<file path="config.mk">
export PLATFORM = sky130hd
export DESIGN_NAME = ucsbece152a_counter_ctrl
export DESIGN_NICKNAME = d
export VERILOG_FILES = /design/src/rtl/ucsbece152a_ctrl_pkg.sv /design/src/rtl/ucsbece152a_debounce.sv /design/src/rtl/ucsbece152a_counter_ctrl.sv
export SDC_FILE = /design/constraint.sdc
export NUM_CORES = 1
export LEC_CHECK = 0
export BUFFER_PORTS_ARGS = -buffer_cell sky130_fd_sc_hd__buf_2
export CORE_UTILIZATION = 60
export CTS_BUF_LIST = sky130_fd_sc_hd__clkbuf_8
export DETAILED_ROUTE_END_ITERATION = 12
export MAX_ROUTING_LAYER = met4
export PLACE_DENSITY_LB_ADDON = 0.3
export RECOVER_POWER = 50
export SLEW_MARGIN = 20
export SYNTH_ARGS = -nofsm -noshare
export SYNTH_HDL_FRONTEND = slang
export SYNTH_HIERARCHICAL = 1
export SYNTH_SLANG_ARGS = --single-unit
</file>
<file path="constraint.sdc">
create_clock -name clk -period 5.8 [get_ports clk]
set_input_delay 0.58 -clock clk [delete_from_list [all_inputs] [get_ports clk]]
set_output_delay 0.58 -clock clk [all_outputs]
set_load 0.01 [all_outputs]
</file>
<file path="src/rtl/ucsbece152a_ctrl_pkg.sv">
// Shared types for the counter run/pause/step controller.
package ucsbece152a_ctrl_pkg;

  typedef enum logic [1:0] {
    PAUSED = 2'b00,
    RUN    = 2'b01,
    STEP   = 2'b10
  } ctrl_state_t;

endpackage

</file>
<file path="src/rtl/ucsbece152a_debounce.sv">
// Push-button conditioner: 2-FF synchronizer, stability filter, one-cycle press pulse.
// press_o rises DEBOUNCE+2 cycles after the raw input settles high.
module ucsbece152a_debounce #(
  parameter int DEBOUNCE = 500_000
) (
  input  logic clk,
  input  logic rst,
  input  logic btn_i,
  output logic press_o
);

  localparam int CW = (DEBOUNCE > 1) ? $clog2(DEBOUNCE) : 1;

  logic          sync1_q, sync2_q;
  logic          level_q, level_d;
  logic          press_q, press_d;
  logic [CW-1:0] cnt_q, cnt_d;

  // The counter tracks how long the synchronized input has disagreed with the accepted level.
  always_comb begin
    cnt_d   = '0;
    level_d = level_q;
    press_d = 1'b0;
    if (sync2_q != level_q) begin
      if (cnt_q == CW'(DEBOUNCE - 1)) begin
        level_d = sync2_q;
        press_d = sync2_q;
      end else begin
        cnt_d = cnt_q + CW'(1);
      end
    end
  end

  always_ff @(posedge clk or negedge rst) begin
    if (!rst) begin
      sync1_q <= 1'b0;
      sync2_q <= 1'b0;
      level_q <= 1'b0;
      press_q <= 1'b0;
      cnt_q   <= '0;
    end else begin
      sync1_q <= btn_i;
      sync2_q <= sync1_q;
      level_q <= level_d;
      press_q <= press_d;
      cnt_q   <= cnt_d;
    end
  end

  assign press_o = press_q;

endmodule

</file>
<file path="src/rtl/ucsbece152a_counter_ctrl.sv">
// Run/pause/step controller producing enable/direction for ucsbece152a_counter.
// All outputs registered; count_i is the counter's value fed back.
module ucsbece152a_counter_ctrl #(
  parameter int WIDTH    = 3,
  parameter int DIV      = 50_000_000,
  parameter int DEBOUNCE = 500_000
) (
  input  logic             clk,
  input  logic             rst,
  input  logic             run_btn_i,
  input  logic             step_btn_i,
  input  logic             dir_btn_i,
  input  logic             bounce_i,
  input  logic [WIDTH-1:0] count_i,
  output logic             enable_o,
  output logic             dir_o,
  output logic [1:0]       state_o
);
  import ucsbece152a_ctrl_pkg::*;

  localparam int PW = $clog2(DIV);

  logic          run_press, step_press, dir_press;
  ctrl_state_t   state_q, state_d;
  logic [PW-1:0] presc_q, presc_d;
  logic          enable_q, enable_d;
  logic          dir_q, dir_d;
  logic          bounce_s1_q, bounce_s2_q;
  logic          tick;

  ucsbece152a_debounce #(.DEBOUNCE(DEBOUNCE)) u_run_db (
    .clk(clk), .rst(rst), .btn_i(run_btn_i), .press_o(run_press)
  );
  ucsbece152a_debounce #(.DEBOUNCE(DEBOUNCE)) u_step_db (
    .clk(clk), .rst(rst), .btn_i(step_btn_i), .press_o(step_press)
  );
  ucsbece152a_debounce #(.DEBOUNCE(DEBOUNCE)) u_dir_db (
    .clk(clk), .rst(rst), .btn_i(dir_btn_i), .press_o(dir_press)
  );

  always_comb begin
    state_d = state_q;
    case (state_q)
      PAUSED: begin
        if (run_press)       state_d = RUN;
        else if (step_press) state_d = STEP;
      end
      RUN:     if (run_press) state_d = PAUSED;
      STEP:    state_d = PAUSED;
      default: state_d = PAUSED;
    endcase
  end

  assign tick = (state_q == RUN) && (presc_q == PW'(DIV - 1));

  // Zeroing on exit guarantees every RUN entry starts a full period.
  always_comb begin
    presc_d = '0;
    if (state_q == RUN && state_d == RUN) begin
      presc_d = tick ? '0 : presc_q + PW'(1);
    end
  end

  assign enable_d = tick || (state_q == STEP);

  // Limit reversal beats a same-cycle dir press, which is dropped.
  always_comb begin
    dir_d = dir_q;
    if (bounce_s2_q && dir_q && (count_i == {WIDTH{1'b1}})) begin
      dir_d = 1'b0;
    end else if (bounce_s2_q && !dir_q && (count_i == '0)) begin
      dir_d = 1'b1;
    end else if (dir_press) begin
      dir_d = ~dir_q;
    end
  end

  always_ff @(posedge clk or negedge rst) begin
    if (!rst) begin
      state_q     <= PAUSED;
      presc_q     <= '0;
      enable_q    <= 1'b0;
      dir_q       <= 1'b1;
      bounce_s1_q <= 1'b0;
      bounce_s2_q <= 1'b0;
    end else begin
      state_q     <= state_d;
      presc_q     <= presc_d;
      enable_q    <= enable_d;
      dir_q       <= dir_d;
      bounce_s1_q <= bounce_i;
      bounce_s2_q <= bounce_s1_q;
    end
  end

  assign enable_o = enable_q;
  assign dir_o    = dir_q;
  assign state_o  = state_q;

endmodule

</file>
After elaboration in Yosys (flattened, before gate mapping)
Cells that the tools add are included.
{ "totals": {"out_inout_bits": 4, "in_bits": 9, "regBits": 101} }
{ "classes": {"n_addsub": 4, "n_bitwise": 1, "reduce_logical": 14, "n_mux": 21, "n_eq_ne": 11} }
{ "op_table": {"columns": ["cell", "count"], "rows": [
  ["two-way mux 19 bit", 6],
  ["adder 19 x 1 -> 19 bit (second input constant)", 3],
  ["equality test 19 bit (second input constant)", 3],
  ["two-way mux 26 bit", 2],
  ["adder 26 x 1 -> 26 bit (second input constant)", 1],
  ["equality test 26 bit (second input constant)", 1],
  ["two-way mux 1 bit", 9],
  ["logical AND 1 bit", 6],
  ["two-way mux 2 bit", 3],
  ["AND reduction 2 bit", 3],
  ["equality test 2 x 1 -> 1 bit (second input constant)", 2],
  ["one-hot mux 2 bit (2 select lines)", 1],
  ["equality test 3 bit (second input constant)", 1],
  ["zero test 3 bit", 1],
  ["!= test 1 bit", 3],
  ["nonzero test 3 bit", 1],
  ["equality test 2 bit (second input constant)", 1],
  ["zero test 2 bit", 1],
  ["zero test 1 bit", 1],
  ["logical OR 1 bit", 1],
  ["inverter 1 bit", 1]
]} }

Longest topological paths before layout
Gate-level depths: netlist of run 1.
{ "logic_depth": {"ltp_word": 6, "ltp_mapped": 6, "mapped_depth_nobuf": 5} }

Modules after synthesis
Netlist of run 1, hierarchy kept.
{ "modules_own_cells": {"columns": ["mod", "instances", "cells_per_inst", "area_each_um2", "seq_area_each_um2"], "rows": [
  ["ucsbece152a_debounce", 3, 110, 1118.6, 575.6],
  ["ucsbece152a_counter_ctrl", 1, 156, 1576.5, 802.0]
]} }

Worst setup path after synthesis of run 1
Ideal clock, no wire load.
{ "synth_timing": {"path_kind": "register to register", "from": "register presc_q[3]", "to": "register presc_q[23]", "arrival_ps": 1867, "synth_period_minus_slack_ps": 1946, "stages_incl_launch_ff": 6, "required_ps": 5722, "path_slack_ps": 3854, "path_cell_list": "dfrtp_1 > nand4_4 > or4_4 > buf_6 > or4_1 > a21oi_1"} }
{ "synth_between": {"elab_chain_len": 4, "elab_cells_between_ends": 5} }
{ "synth_rtl": {"columns": ["element", "line", "text"], "rows": [
  ["from (decl)", "ucsbece152a_counter_ctrl.sv:25", "logic [PW-1:0] presc_q, presc_d;"],
  ["from (signal assigned)", "ucsbece152a_counter_ctrl.sv:88", "presc_q <= presc_d;"],
  ["branches (longest 2 deep; another with adder 26 x 1 -> 26 bit)", null, null],
  ["two-way mux 26 bit (*)", "ucsbece152a_counter_ctrl.sv:60", "presc_d = tick ? '0 : presc_q + PW'(1);"],
  ["two-way mux 26 bit (*)", "ucsbece152a_counter_ctrl.sv:59", "if (state_q == RUN && state_d == RUN) begin"],
  ["named net presc_d[23]", "ucsbece152a_counter_ctrl.sv:25", null]
]} }
Mark *: on every way through the listed nets, which the timed path passes.
A chain may end at the register's enable or synchronous reset.

==> results of run 1 <==
## worst paths after layout
check,startpoint,end,slack [ns],depth (start not counted)
setup / recovery,rst,u_step_db/cnt_q[15]$_DFF_PN0_,2.92,2
setup reg to reg,presc_q[3]$_DFF_PN0_,presc_q[18]$_DFF_PN0_,3.67,4
hold reg to reg,bounce_s1_q$_DFF_PN0_,bounce_s2_q$_DFF_PN0_,0.36,0
min in group asynchronous,rst,presc_q[25]$_DFF_PN0_,0.49,1
max in group clk,presc_q[3]$_DFF_PN0_,presc_q[18]$_DFF_PN0_,3.67,4
hold / removal,dir_btn_i,u_dir_db/sync1_q$_DFF_PN0_,0.31,1
## power groups by stage
| stage | clock, mW | sequential [mW] | combinational (mW) |
|---|---|---|---|
| floorplan | 0 | 0.737 | 0.0203 |
| global placement | 0 | 0.739 | 0.0397 |
| detailed placement | 0 | 0.740 | 0.0416 |
| CTS | 0.462 | 0.726 | 0.0416 |
| global route | 0.491 | 0.728 | 0.0454 |
| finish | 0.446 | 0.726 | 0.0394 |
## registers in the layout (all words and copies together), names as in the netlist, 2 cells and up
signal and count:
presc_q 26, u_dir_db/cnt_q 19, u_run_db/cnt_q 19, u_step_db/cnt_q 19, state_o 2
## per-stage QoR
step	hold WS (ns)	setup slack [ns]	utilization (%)
global placement	0.335	3.81	64.7
detailed placement	0.335	3.73	64.7
finish	0.312	2.92	67.1
floorplan	0.284	3.85	-
global route	0.286	2.31	67.1
CTS	0.0960	3.70	67.2
## synthesized netlist by cell type (4+ instances only)
cell       n  share of area (%)
or4_1      8                1.2
inv_1     12               0.91
nor4b_1    9                1.6
nand3_1   25                2.5
nand2_1   33                2.5
nor3_1    22                2.2
or3_1      5               0.63
xnor2_1   44                7.8
nand4_1   33                4.2
ha_1       5                1.3
dfrtp_1  100                 51
or4_4      4               0.91
a21oi_1   15                1.5
and2_1     5               0.63
o21ai_0    7               0.71
xor2_1    18                3.2
nor2_1    72                5.5
and4_1     4               0.71
and3_1     4               0.51
nor4_1    11                1.4
o31ai_1    8                1.2
nor3b_1    4               0.61
## logic make-up after synthesis
group | Yosys count | share of synthesized area [%]
multiplexers | 3 | 0.685
AO/OA/AOI/OAI | 41 | 6.19
flip-flops | 101 | 51.3
adder cells (fa/ha/maj) | 5 | 1.27
AND/OR/NAND/NOR | 249 | 27.4
buffers and inverters | 25 | 2.21
XOR/XNOR | 62 | 11.0
## per-layer routing
layer,vias to the layer above,track usage [%],part of all wire [%]
li1,1763,-,-
met1,1784,30.6,47
met2,90,36.6,47
met3,10,5.67,4.4
met4,0,6.92,1.0
met5,-,-,0
## layout make-up
| class | count | area (um^2) |
|---|---|---|
| Sequential cell | 101 | 2530 |
| Clock inverter | 7 | 71.3 |
| Clock buffer | 9 | 124 |
| Tap cell | 102 | 128 |
| Timing Repair Buffer | 14 | 70.1 |
| Inverter | 12 | 45.0 |
| Multi-Input combinational cell | 360 | 2300 |
| Fill cell | 612 | 2580 |
==> results.ini, run 1 <==
[outcome]
outcome = complete, but fails checks
violations = capacitance limit, slew limit

[timing]
finalCriticalPeriod_ns = 2.88
hold_viol = 0
fmax_ghz = 0.347
rsz0062_at_grt = no
period_share_pct = 49.7
finalClockSkew_ns = 0.00673
final_max_slew_viol_count = 77
finalSetupViolCount = 0
tightest_slew_ns = 1.78
slew_headroom_pct = -18.9
setup_tns_ns = 0

[floorplanning]
die-width_um = 92.7
die_height_um = 92.7
ios = 13
initial_core_util_pct = 62.9
core_area_um2 = 7850
dieArea_um2 = 8590
std_cell_rows = 32

[synthesis]
avgSynthCellArea_um2 = 10.1
synth_top_flop_cell = dfrtp_1
synthArstFlopShare_pct = 100
synth_edf_count = 0
synth_fp_nets = 500
synth_area_um2 = 4930
yosysSeqAreaShare_pct = 51.3
ys_ff_latch = 101
postSynthCellCount = 486
synth_cell_types = 41
synth_warnings = 6

[clocking]
cts_sinks = 101
cts_hold_buf = 0
numCtsBuffers = 9
cts_tree = built
cts.path.max_buffers = 2
post_cts.repair.setup_buffers = 0
insertion_delay_ns = 0.37
clk_pin_slew_worst_paths_ns = 0.09
cts_htree_levels = 3
postCtsResizedCells = 0
cts_root_buf = clkbuf_8

[layout]
fin_nets = 512
layout.cells.most_common_list = dfrtp_1 (100), nor2_1 (72), xnor2_1 (44), nand2_1 (33), nand4_1 (33)
finalInstanceArea_um2 = 5270
layout-drive-gt1-share_pct = 10.7
instances_no_fill = 605
syn_to_final_growth_pct = 6.77
mostFrequentLayoutCell = dfrtp_1
n_antenna_cell = 0

[route]
drc_errors = 0
vias = 3647
firstDrtPassIters = 4
drtIter0Drc = 144
routed_wl_um = 8920
wire_per_inst_um = 14.7
drtAntennaViolNets = 0
post_drt_via_cell_ratio = 6.03

[power_and_ir_drop]
vdd.ir_drop.worst_uv = 120
p_seq_share_pct = 59.9
power_mw = 1.21
p_switching_uw = 283
combPwrFrac_pct = 3.3
pwr-share-clk_pct = 36.8
p_sw_share_pct = 23.4
leakage_nw = 2.01
p_int_uw = 929
p_per_area_nw_per_um2 = 230

[min_path]
min_path_type = in2reg

[critical_path]
path_buf_inv = 2
critical-path-top-delay-family = buffers and inverters
cpPeakStageDelay_ns = 1.44
critical_path_class = in2async
cp_cell_sequence = clkbuf_1 -> clkbuf_2
required_ns = 5.95
arrival_ns = 3.03
path_max_fanout = 76
worstSetupStartpointType = primary input
cp_slowest_cell = clkbuf_2
cp-end-kind = asynchronous set/reset pin

[placed_design]
gp_congestion = 0.851
dp_hpwl_um = 6180
dp.cells = 589
placed_area_um2 = 5080
portBuffers = 12

[global_route]
grt_usage_pct = 23.4
grt_start_max_net_pins = 77
grt_pass1_vias = 3464
grt_overflow = 0
grt_first_pass_wirelength_um = 15500
antenna_found_initial = 0

[run]
cap_violations = 1

(Power assumes the default switching activity.)
==> run 2: changes to the inputs <==
--- a/config.mk
+++ b/config.mk
@@ -5,8 +5,9 @@
 export SDC_FILE = /design/constraint.sdc
 export NUM_CORES = 1
 export LEC_CHECK = 0
+export ABC_AREA = 1
 export BUFFER_PORTS_ARGS = -buffer_cell sky130_fd_sc_hd__buf_2
-export CORE_UTILIZATION = 60
+export CORE_UTILIZATION = 59
 export CTS_BUF_LIST = sky130_fd_sc_hd__clkbuf_8
 export DETAILED_ROUTE_END_ITERATION = 12
 export MAX_ROUTING_LAYER = met4
==> constraint.sdc (replaced) <==
create_clock -name clk -period 2.4 [get_ports clk]
set_input_delay 0.24 -clock clk [delete_from_list [all_inputs] [get_ports clk]]
set_output_delay 0.24 -clock clk [all_outputs]
set_load 0.01 [all_outputs]
==> run 2 against run 1 <==
Against the previous run:
- clock power rose by 120%
- utilization down 0.39 points
- via count up 17%
- synthesized area increased by 11%
- cell count increased by 35%
- power grew 130%
- the flow now finishes without violations
- final area is 12% higher
- worst hold slack lost 0.16 ns
- register-to-register slack worse by 2.8 ns
- die area grew 13%
- sequential power rose by 140%
- non-clock buffer count up 4
==> results.ini, run 2 <==
[power_and_ir_drop]
p_per_area_nw_per_um2 = 479  ; was 230 nW/um^2
vdd.ir_drop.worst_uv = 405  ; was 120 uV
leakage_nw = 2.49  ; was 2.01 nW
power_mw = 2.83  ; was 1.21 mW

[synthesis]
synth_cell_types = 28  ; was 41
synth_warnings = 6  ; unchanged
synth_fp_nets = 691  ; was 500
synthArstFlopShare_pct = 100  ; unchanged
postSynthCellCount = 677  ; was 486
synth_area_um2 = 5480  ; was 4930 um^2
synth_common_cells = nor2_1 (145), nand2_1 (118), dfrtp_1 (100)  ; was dfrtp_1 (100), nor2_1 (72), xnor2_1 (44)
synthTopCellsByArea = dfrtp_1 (46%), nor2_1 (9.9%), nand2_1 (8.1%), nand3_1 (5.0%), inv_1 (5.0%)  ; was dfrtp_1 (51%), xnor2_1 (7.8%), nor2_1 (5.5%), nand4_1 (4.2%), xor2_1 (3.2%)
synth_top_area_share_pct = 45.7  ; was 50.7%
synth_top_flop_cell = dfrtp_1  ; unchanged
avgSynthCellArea_um2 = 8.09  ; was 10.1 um^2
synth_top_cell_by_area = dfrtp_1  ; unchanged
synth_edf_count = 0  ; unchanged
yosysSeqAreaShare_pct = 46.2  ; was 51.3%
ys_ff_latch = 101  ; unchanged
yosysMostFrequentCell = nor2_1  ; was dfrtp_1

[critical_path]
arrival_ns = 1.93  ; was 3.03 ns
reg2reg_setup_slack_ns = 0.88  ; was 3.67 ns
cpPeakStageDelay_ns = 0.99  ; was 1.44 ns
cp_cell_sequence = dlygate4sd3_1 -> clkbuf_4 -> clkbuf_4  ; was clkbuf_1 -> clkbuf_2
setup.worst_path.end = bounce_s2_q$_DFF_PN0_  ; was u_step_db/cnt_q[15]$_DFF_PN0_
critical_path_class = in2async  ; unchanged
crit_path_frequent_cell = clkbuf_4
cp_slowest_cell = clkbuf_4  ; was clkbuf_2
required_ns = 2.67  ; was 5.95 ns
path_max_fanout = 101  ; was 76
path_buf_inv = 3  ; was 2
worstSetupStartpointType = primary input  ; unchanged
reg2reg_to = presc_q[12]$_DFF_PN0_  ; was presc_q[18]$_DFF_PN0_
reg2reg_depth = 8  ; was 4
cp-end-kind = asynchronous set/reset pin  ; unchanged
r2r_start = presc_q[0]$_DFF_PN0_  ; was presc_q[3]$_DFF_PN0_
critical-path-top-delay-family = buffers and inverters  ; unchanged
crit_cells = 3  ; was 2
startpoint = rst  ; unchanged

[timing]
rsz0062_at_grt = no  ; unchanged
setup_slack_ns = 0.735  ; was 2.92 ns
hold_viol = 0  ; unchanged
final_max_slew_viol_count = 0  ; was 77
finalSetupViolCount = 0  ; unchanged
fmax_ghz = 0.601
slew_headroom_pct = 12.2  ; was -18.9%
tightest_slew_ns = 1.32  ; was 1.78 ns
timing.hold.ws_ns = 0.151  ; was 0.312 ns
period_share_pct = 69.4
finalCriticalPeriod_ns = 1.67
setup_tns_ns = 0  ; unchanged
finalClockSkew_ns = 0.0118  ; was 0.00673 ns

[floorplanning]
die_height_um = 98.3  ; was 92.7 um
core_area_um2 = 8850  ; was 7850 um^2
std_cell_rows = 34  ; was 32
die-width_um = 98.3  ; was 92.7 um
dieArea_um2 = 9670  ; was 8590 um^2
ios = 13  ; unchanged
initial_core_util_pct = 61.9  ; was 62.9%

[route]
drtIter0Drc = 149  ; was 144
drc_errors = 0  ; unchanged
routed_wl_um = 10200  ; was 8920 um
drtAntennaViolNets = 0  ; unchanged
vias = 4259  ; was 3647
post_drt_via_cell_ratio = 5.20  ; was 6.03
wire_per_inst_um = 12.4  ; was 14.7 um
firstDrtPassIters = 4  ; unchanged

[layout]
largest_reg_flops = 26  ; unchanged
multiInputGateArea_um2 = 2630  ; was 2300 um^2
n_antenna_cell = 0  ; unchanged
regMostFlops = presc_q  ; unchanged
fill_cells = 717  ; was 612
mostFrequentLayoutCell = nor2_1  ; was dfrtp_1
layout-drive-gt1-share_pct = 15.6  ; was 10.7%
syn_to_final_growth_pct = 7.82  ; was 6.77%
layout.cells.most_common_list = nor2_1 (145), nand2_1 (118), dfrtp_1 (100), inv_1 (75), nand3_1 (55)  ; was dfrtp_1 (100), nor2_1 (72), xnor2_1 (44), nand2_1 (33), nand4_1 (33)
register_area_um2 = 2530  ; unchanged
fin_nets = 720  ; was 512
fin_util_pct = 66.7  ; was 67.1%

[global_route]
antenna_found_initial = 0  ; unchanged
busiest_layer = met2  ; unchanged
grt_usage_pct = 24.5  ; was 23.4%
grt_overflow = 0  ; unchanged
grt_use_met3_pct = 4.58  ; was 5.67%
grt_start_max_net_pins = 102  ; was 77
use_met2_pct = 40.8  ; was 36.6%
grt_first_pass_wirelength_um = 18500  ; was 15500 um
grt_pass1_vias = 4244  ; was 3464
global_route.usage.met1_pct = 30.4  ; was 30.6%

[clocking]
insertion_delay_ns = 0.36  ; was 0.37 ns
cts_tree = built  ; unchanged
cts_htree_levels = 3  ; unchanged
clk_pin_slew_worst_paths_ns = 0.09  ; about the same
cts_sinks = 101  ; unchanged
cts.path.max_buffers = 2  ; unchanged
cts_root_buf = clkbuf_8  ; unchanged
post_cts.repair.setup_buffers = 0  ; unchanged
numCtsBuffers = 9  ; unchanged

[placed_design]
gp_congestion = 0.919  ; was 0.851
portBuffers = 12  ; unchanged
dp_slack_ns = 0.902  ; was 3.73 ns
dp_hpwl_um = 7480  ; was 6180 um

[outcome]
outcome = complete, no violations  ; was complete, but fails checks

[run]
cap_violations = 0  ; was 1

[min_path]
holdPathStages = 3  ; was 1
min_path_type = in2reg  ; unchanged

## run 2: changes by cell type after synthesis, sizes merged, moves of 11 or more
| cell | before | now |
|---|---|---|
| or4 | 13 | 0 |
| xnor2 | 44 | 12 |
| nor4 | 11 | 0 |
| inv | 12 | 83 |
| nor3 | 22 | 9 |
| o31ai | 11 | 0 |
| nand2 | 33 | 141 |
| nand4 | 37 | 9 |
| xor2 | 18 | 30 |
| nor2 | 72 | 182 |
| nand3 | 25 | 59 |
## run 2: worst min path at each step
stage / startpoint / endpoint
final: count_i[1] / dir_o$_DFFE_PN1P_
after global routing: count_i[1] / dir_o$_DFFE_PN1P_
after CTS: count_i[1] / dir_o$_DFFE_PN1P_
after detailed placement: bounce_s1_q$_DFF_PN0_ / bounce_s2_q$_DFF_PN0_
after global placement: bounce_s1_q$_DFF_PN0_ / bounce_s2_q$_DFF_PN0_
after floorplan: rst / bounce_s1_q$_DFF_PN0_
## run 2: metal layers
layer	vias to the layer above	routed length (um)	part of all wire, %
met2	64	5040	50
met4	0	159	1.6
met1	2011	4650	46
li1	2169	-	-
met5	-	0	0
met3	15	316	3.1
## run 2: metrics by stage
step                      instance area [um^2]  cells
after global placement                    5690    798
final                                     5900    819
after CTS                                 5920    819
after detailed placement                  5690    798
after global routing                      5900    819
after floorplan                           5480    677
## run 2: worst reg2reg max path, stage by stage, from the launching register on
cell and delay, ns:
dfrtp_1 0.41, ha_1 0.22, inv_2 0.06, nor2_4 0.15, nand2_1 0.08, nor2_2 0.12, nand2_2 0.15, nand2_4 0.16
nor2_1 0.06
## run 2: area by class of cell
cell class	count	share of cell area [%]
Sequential cell	101	42.8
Timing Repair Buffer	18	2.03
Tap cell	108	2.29
Clock inverter	7	0.827
Multi-Input combinational cell	493	44.5
Inverter	83	5.40
Clock buffer	9	2.10
## run 2: power by group
group          total, mW  internal [mW]  switching [mW]
Clock              0.972          0.383           0.589
Sequential          1.74           1.73          0.0154
Combinational      0.116         0.0369          0.0786
## run 2: cells by family after synthesis
| logic type | share of synthesized area [%] |
|---|---|
| AND/OR/NAND/NOR | 36.2 |
| adder cells (fa/ha/maj) | 1.14 |
| XOR/XNOR | 7.13 |
| buffers and inverters | 5.83 |
| flip-flops | 46.2 |
| AO/OA/AOI/OAI | 3.56 |
## run 2: timing repair
action                                 4_1_cts  5_1_grt
resized for setup                            0        0
hold buffers                                 5        0
endpoints found under the hold margin      104        0
==> run 3: changes to the inputs <==
==> constraint.sdc (replaced) <==
create_clock -name clk -period 1.4 [get_ports clk]
set_input_delay 0.14 -clock clk [delete_from_list [all_inputs] [get_ports clk]]
set_output_delay 0.14 -clock clk [all_outputs]
set_load 0.01 [all_outputs]
==> run 3 against run 2 <==
Against the previous run:
- the flow now finishes with violations (setup timing)
- utilization is 3.7 points higher
- sequential cell count stayed put
- final area is 5.5% higher
- worst hold slack worse by 0.11 ns
- critical endpoint is now u_step_db/cnt_q[5]$_DFF_PN0_
==> results.ini, run 3 (same netlist as run 2, synthesis figures left out) <==
[route]
routed_wl_um = 11000  ; was 10200 um
wire_per_inst_um = 13.1  ; was 12.4 um
drtAntennaViolNets = 0  ; unchanged
firstDrtPassIters = 5  ; was 4
drtIter0Drc = 181  ; was 149
post_drt_via_cell_ratio = 5.30  ; was 5.20
wl_met1_um = 4810  ; was 4650 um
drc_errors = 0  ; unchanged
vias = 4421  ; was 4259
highest_layer = met4  ; unchanged
met2WireLength_um = 5570  ; was 5040 um
wl_met3_um = 426  ; was 316 um

[power_and_ir_drop]
leakage_nw = 2.64  ; was 2.49 nW
vdd.ir_drop.worst_uv = 611  ; was 405 uV
power_mw = 4.94  ; was 2.83 mW
pwr-share-clk_pct = 35.0  ; was 34.4%
p_seq_share_pct = 60.5  ; was 61.6%
p_switching_mw = 1.24  ; was 683 uW
p_per_area_nw_per_um2 = 794  ; was 479 nW/um^2
combPwrFrac_pct = 4.4  ; was 4.1%
p_int_mw = 3.71  ; was 2.15 mW
p_sw_share_pct = 25.0  ; was 24.1%

[placed_design]
placed_area_um2 = 5750  ; was 5690 um^2
dp_slack_ns = -0.0452  ; was 0.902 ns
portBuffers = 12  ; unchanged
dp_hpwl_um = 7530  ; was 7480 um
gp_congestion = 0.909  ; was 0.919
dp.cells = 804  ; was 798

[clocking]
numCtsBuffers = 9  ; unchanged
cts_htree_levels = 3  ; unchanged
cts_sinks = 101  ; unchanged
cts_root_buf = clkbuf_8  ; unchanged
clk_pin_slew_worst_paths_ns = 0.10  ; was 0.09 ns
insertion_delay_ns = 0.36  ; about the same
cts_tree = built  ; unchanged
cts.path.max_buffers = 2  ; unchanged

[timing]
fmax_ghz = 0.707
period_share_pct = 101
finalCriticalPeriod_ns = 1.41
finalClockSkew_ns = 0.0130  ; was 0.0118 ns
rsz0062_at_grt = yes  ; was no
setup_tns_ns = -0.0915  ; was 0 ns
timing.hold.ws_ns = 0.0368  ; was 0.151 ns
finalSetupViolCount = 11  ; was 0
setup_slack_ns = -0.0147  ; was 0.735 ns
hold_viol = 0  ; unchanged
tightest_slew_ns = 0.681  ; was 1.32 ns
slew_headroom_pct = 54.6  ; was 12.2%
final_max_slew_viol_count = 0  ; unchanged

[floorplanning]
core_area_um2 = 8850  ; unchanged
initial_core_util_pct = 61.9  ; unchanged
std_cell_rows = 34  ; unchanged
die_height_um = 98.3  ; unchanged
dieArea_um2 = 9670  ; unchanged
die-width_um = 98.3  ; unchanged
ios = 13  ; unchanged

[layout]
largest_reg_flops = 26  ; unchanged
layout.cells.most_common_list = nor2_1 (130), nand2_1 (114), dfrtp_1 (97), inv_1 (73), nand3_1 (53)  ; was nor2_1 (145), nand2_1 (118), dfrtp_1 (100), inv_1 (75), nand3_1 (55)
fin_util_pct = 70.4  ; was 66.7%
finalInstanceArea_um2 = 6230  ; was 5900 um^2
mostFrequentLayoutCell = nor2_1  ; unchanged
regMostFlops = presc_q  ; unchanged
layout-drive-gt1-share_pct = 22.2  ; was 15.6%
fin_nets = 736  ; was 720
instances_no_fill = 834  ; was 819
n_antenna_cell = 0  ; unchanged
syn_to_final_growth_pct = 13.8  ; was 7.82%

[global_route]
grt_start_max_net_pins = 43  ; was 102
grt_usage_pct = 24.8  ; was 24.5%
grt_overflow = 0  ; unchanged
grt_first_pass_wirelength_um = 18600  ; was 18500 um
antenna_found_initial = 0  ; unchanged
grt_pass1_vias = 4171  ; was 4244

[critical_path]
path_max_fanout = 8  ; was 101
cp-end-kind = flop  ; was asynchronous set/reset pin
worstSetupStartpointType = flop  ; was primary input
startpoint = u_step_db/cnt_q[0]$_DFF_PN0_  ; was rst
reg2reg_depth = 6  ; was 8
r2r_start = u_step_db/cnt_q[0]$_DFF_PN0_  ; was presc_q[0]$_DFF_PN0_
required_ns = 1.67  ; was 2.67 ns
reg2reg_setup_slack_ns = -0.01  ; was 0.88 ns
reg2reg_to = u_step_db/cnt_q[5]$_DFF_PN0_  ; was presc_q[12]$_DFF_PN0_
arrival_ns = 1.68  ; was 1.93 ns
critical_path_class = reg2reg  ; was in2async
setup.worst_path.end = u_step_db/cnt_q[5]$_DFF_PN0_  ; was bounce_s2_q$_DFF_PN0_

[min_path]
min_path_type = in2reg  ; unchanged

[outcome]
outcome = complete, but fails checks  ; was complete, no violations
violations = setup timing

[run]
cap_violations = 0  ; unchanged

[run 3: repair_timing]
item | 4_1_cts | 5_1_grt
endpoints found under the hold margin | 28 | 0
gates resized for setup | 9 | 43
pin swaps | 4 | 20
cloned | 2 | 0
setup buffers | 1 | 7
setup endpoints to repair | 26 | 65
hold buffers | 5 | 0
[run 3: how the worst min path moves through the flow]
stage	depth (start not counted)	end	slack, ns	start
2_1_floorplan	0	bounce_s1_q$_DFF_PN0_	-0.16	rst
3_3_place_gp	1	u_dir_db/cnt_q[11]$_DFF_PN0_	0.08	rst
3_5_place_dp	1	u_dir_db/cnt_q[11]$_DFF_PN0_	0.08	rst
4_1_cts	3	dir_o$_DFFE_PN1P_	0.03	count_i[1]
5_1_grt	3	dir_o$_DFFE_PN1P_	0.03	count_i[1]
6_report	3	dir_o$_DFFE_PN1P_	0.04	count_i[1]
[run 3: final cells by class]
class | count | area (um^2)
multi-input cells | 495 | 2830
fillers | 659 | 2620
flip-flops and latches | 101 | 2530
inverters | 83 | 319
repair buffers | 32 | 230
well taps | 108 | 135
clock buffers | 9 | 124
clock inverters | 6 | 53.8
[run 3: power by group through the flow]
stage	sequential (mW)	clock, mW	combinational (mW)
final	2.99	1.73	0.219
after global routing	3.00	1.89	0.253
after floorplan	3.05	0	0.0904
after CTS	2.99	1.79	0.223
after detailed placement	3.05	0	0.207
after global placement	3.04	0	0.200
[run 3: worst max-delay path, cell delays in order (launching register included)]
cell and delay [ns]:
dfrtp_1 0.39, ha_2 0.19, nand2_2 0.08, nor2_1 0.28
nand3_4 0.19, nand2_4 0.13, nor2_1 0.05
[run 3: layer usage]
layer / track usage [%] / vias up
met4: 7.46 / 0
met3: 4.51 / 17
li1: - / 2213
met2: 41.2 / 90
met1: 31.1 / 2101
met5: - / -
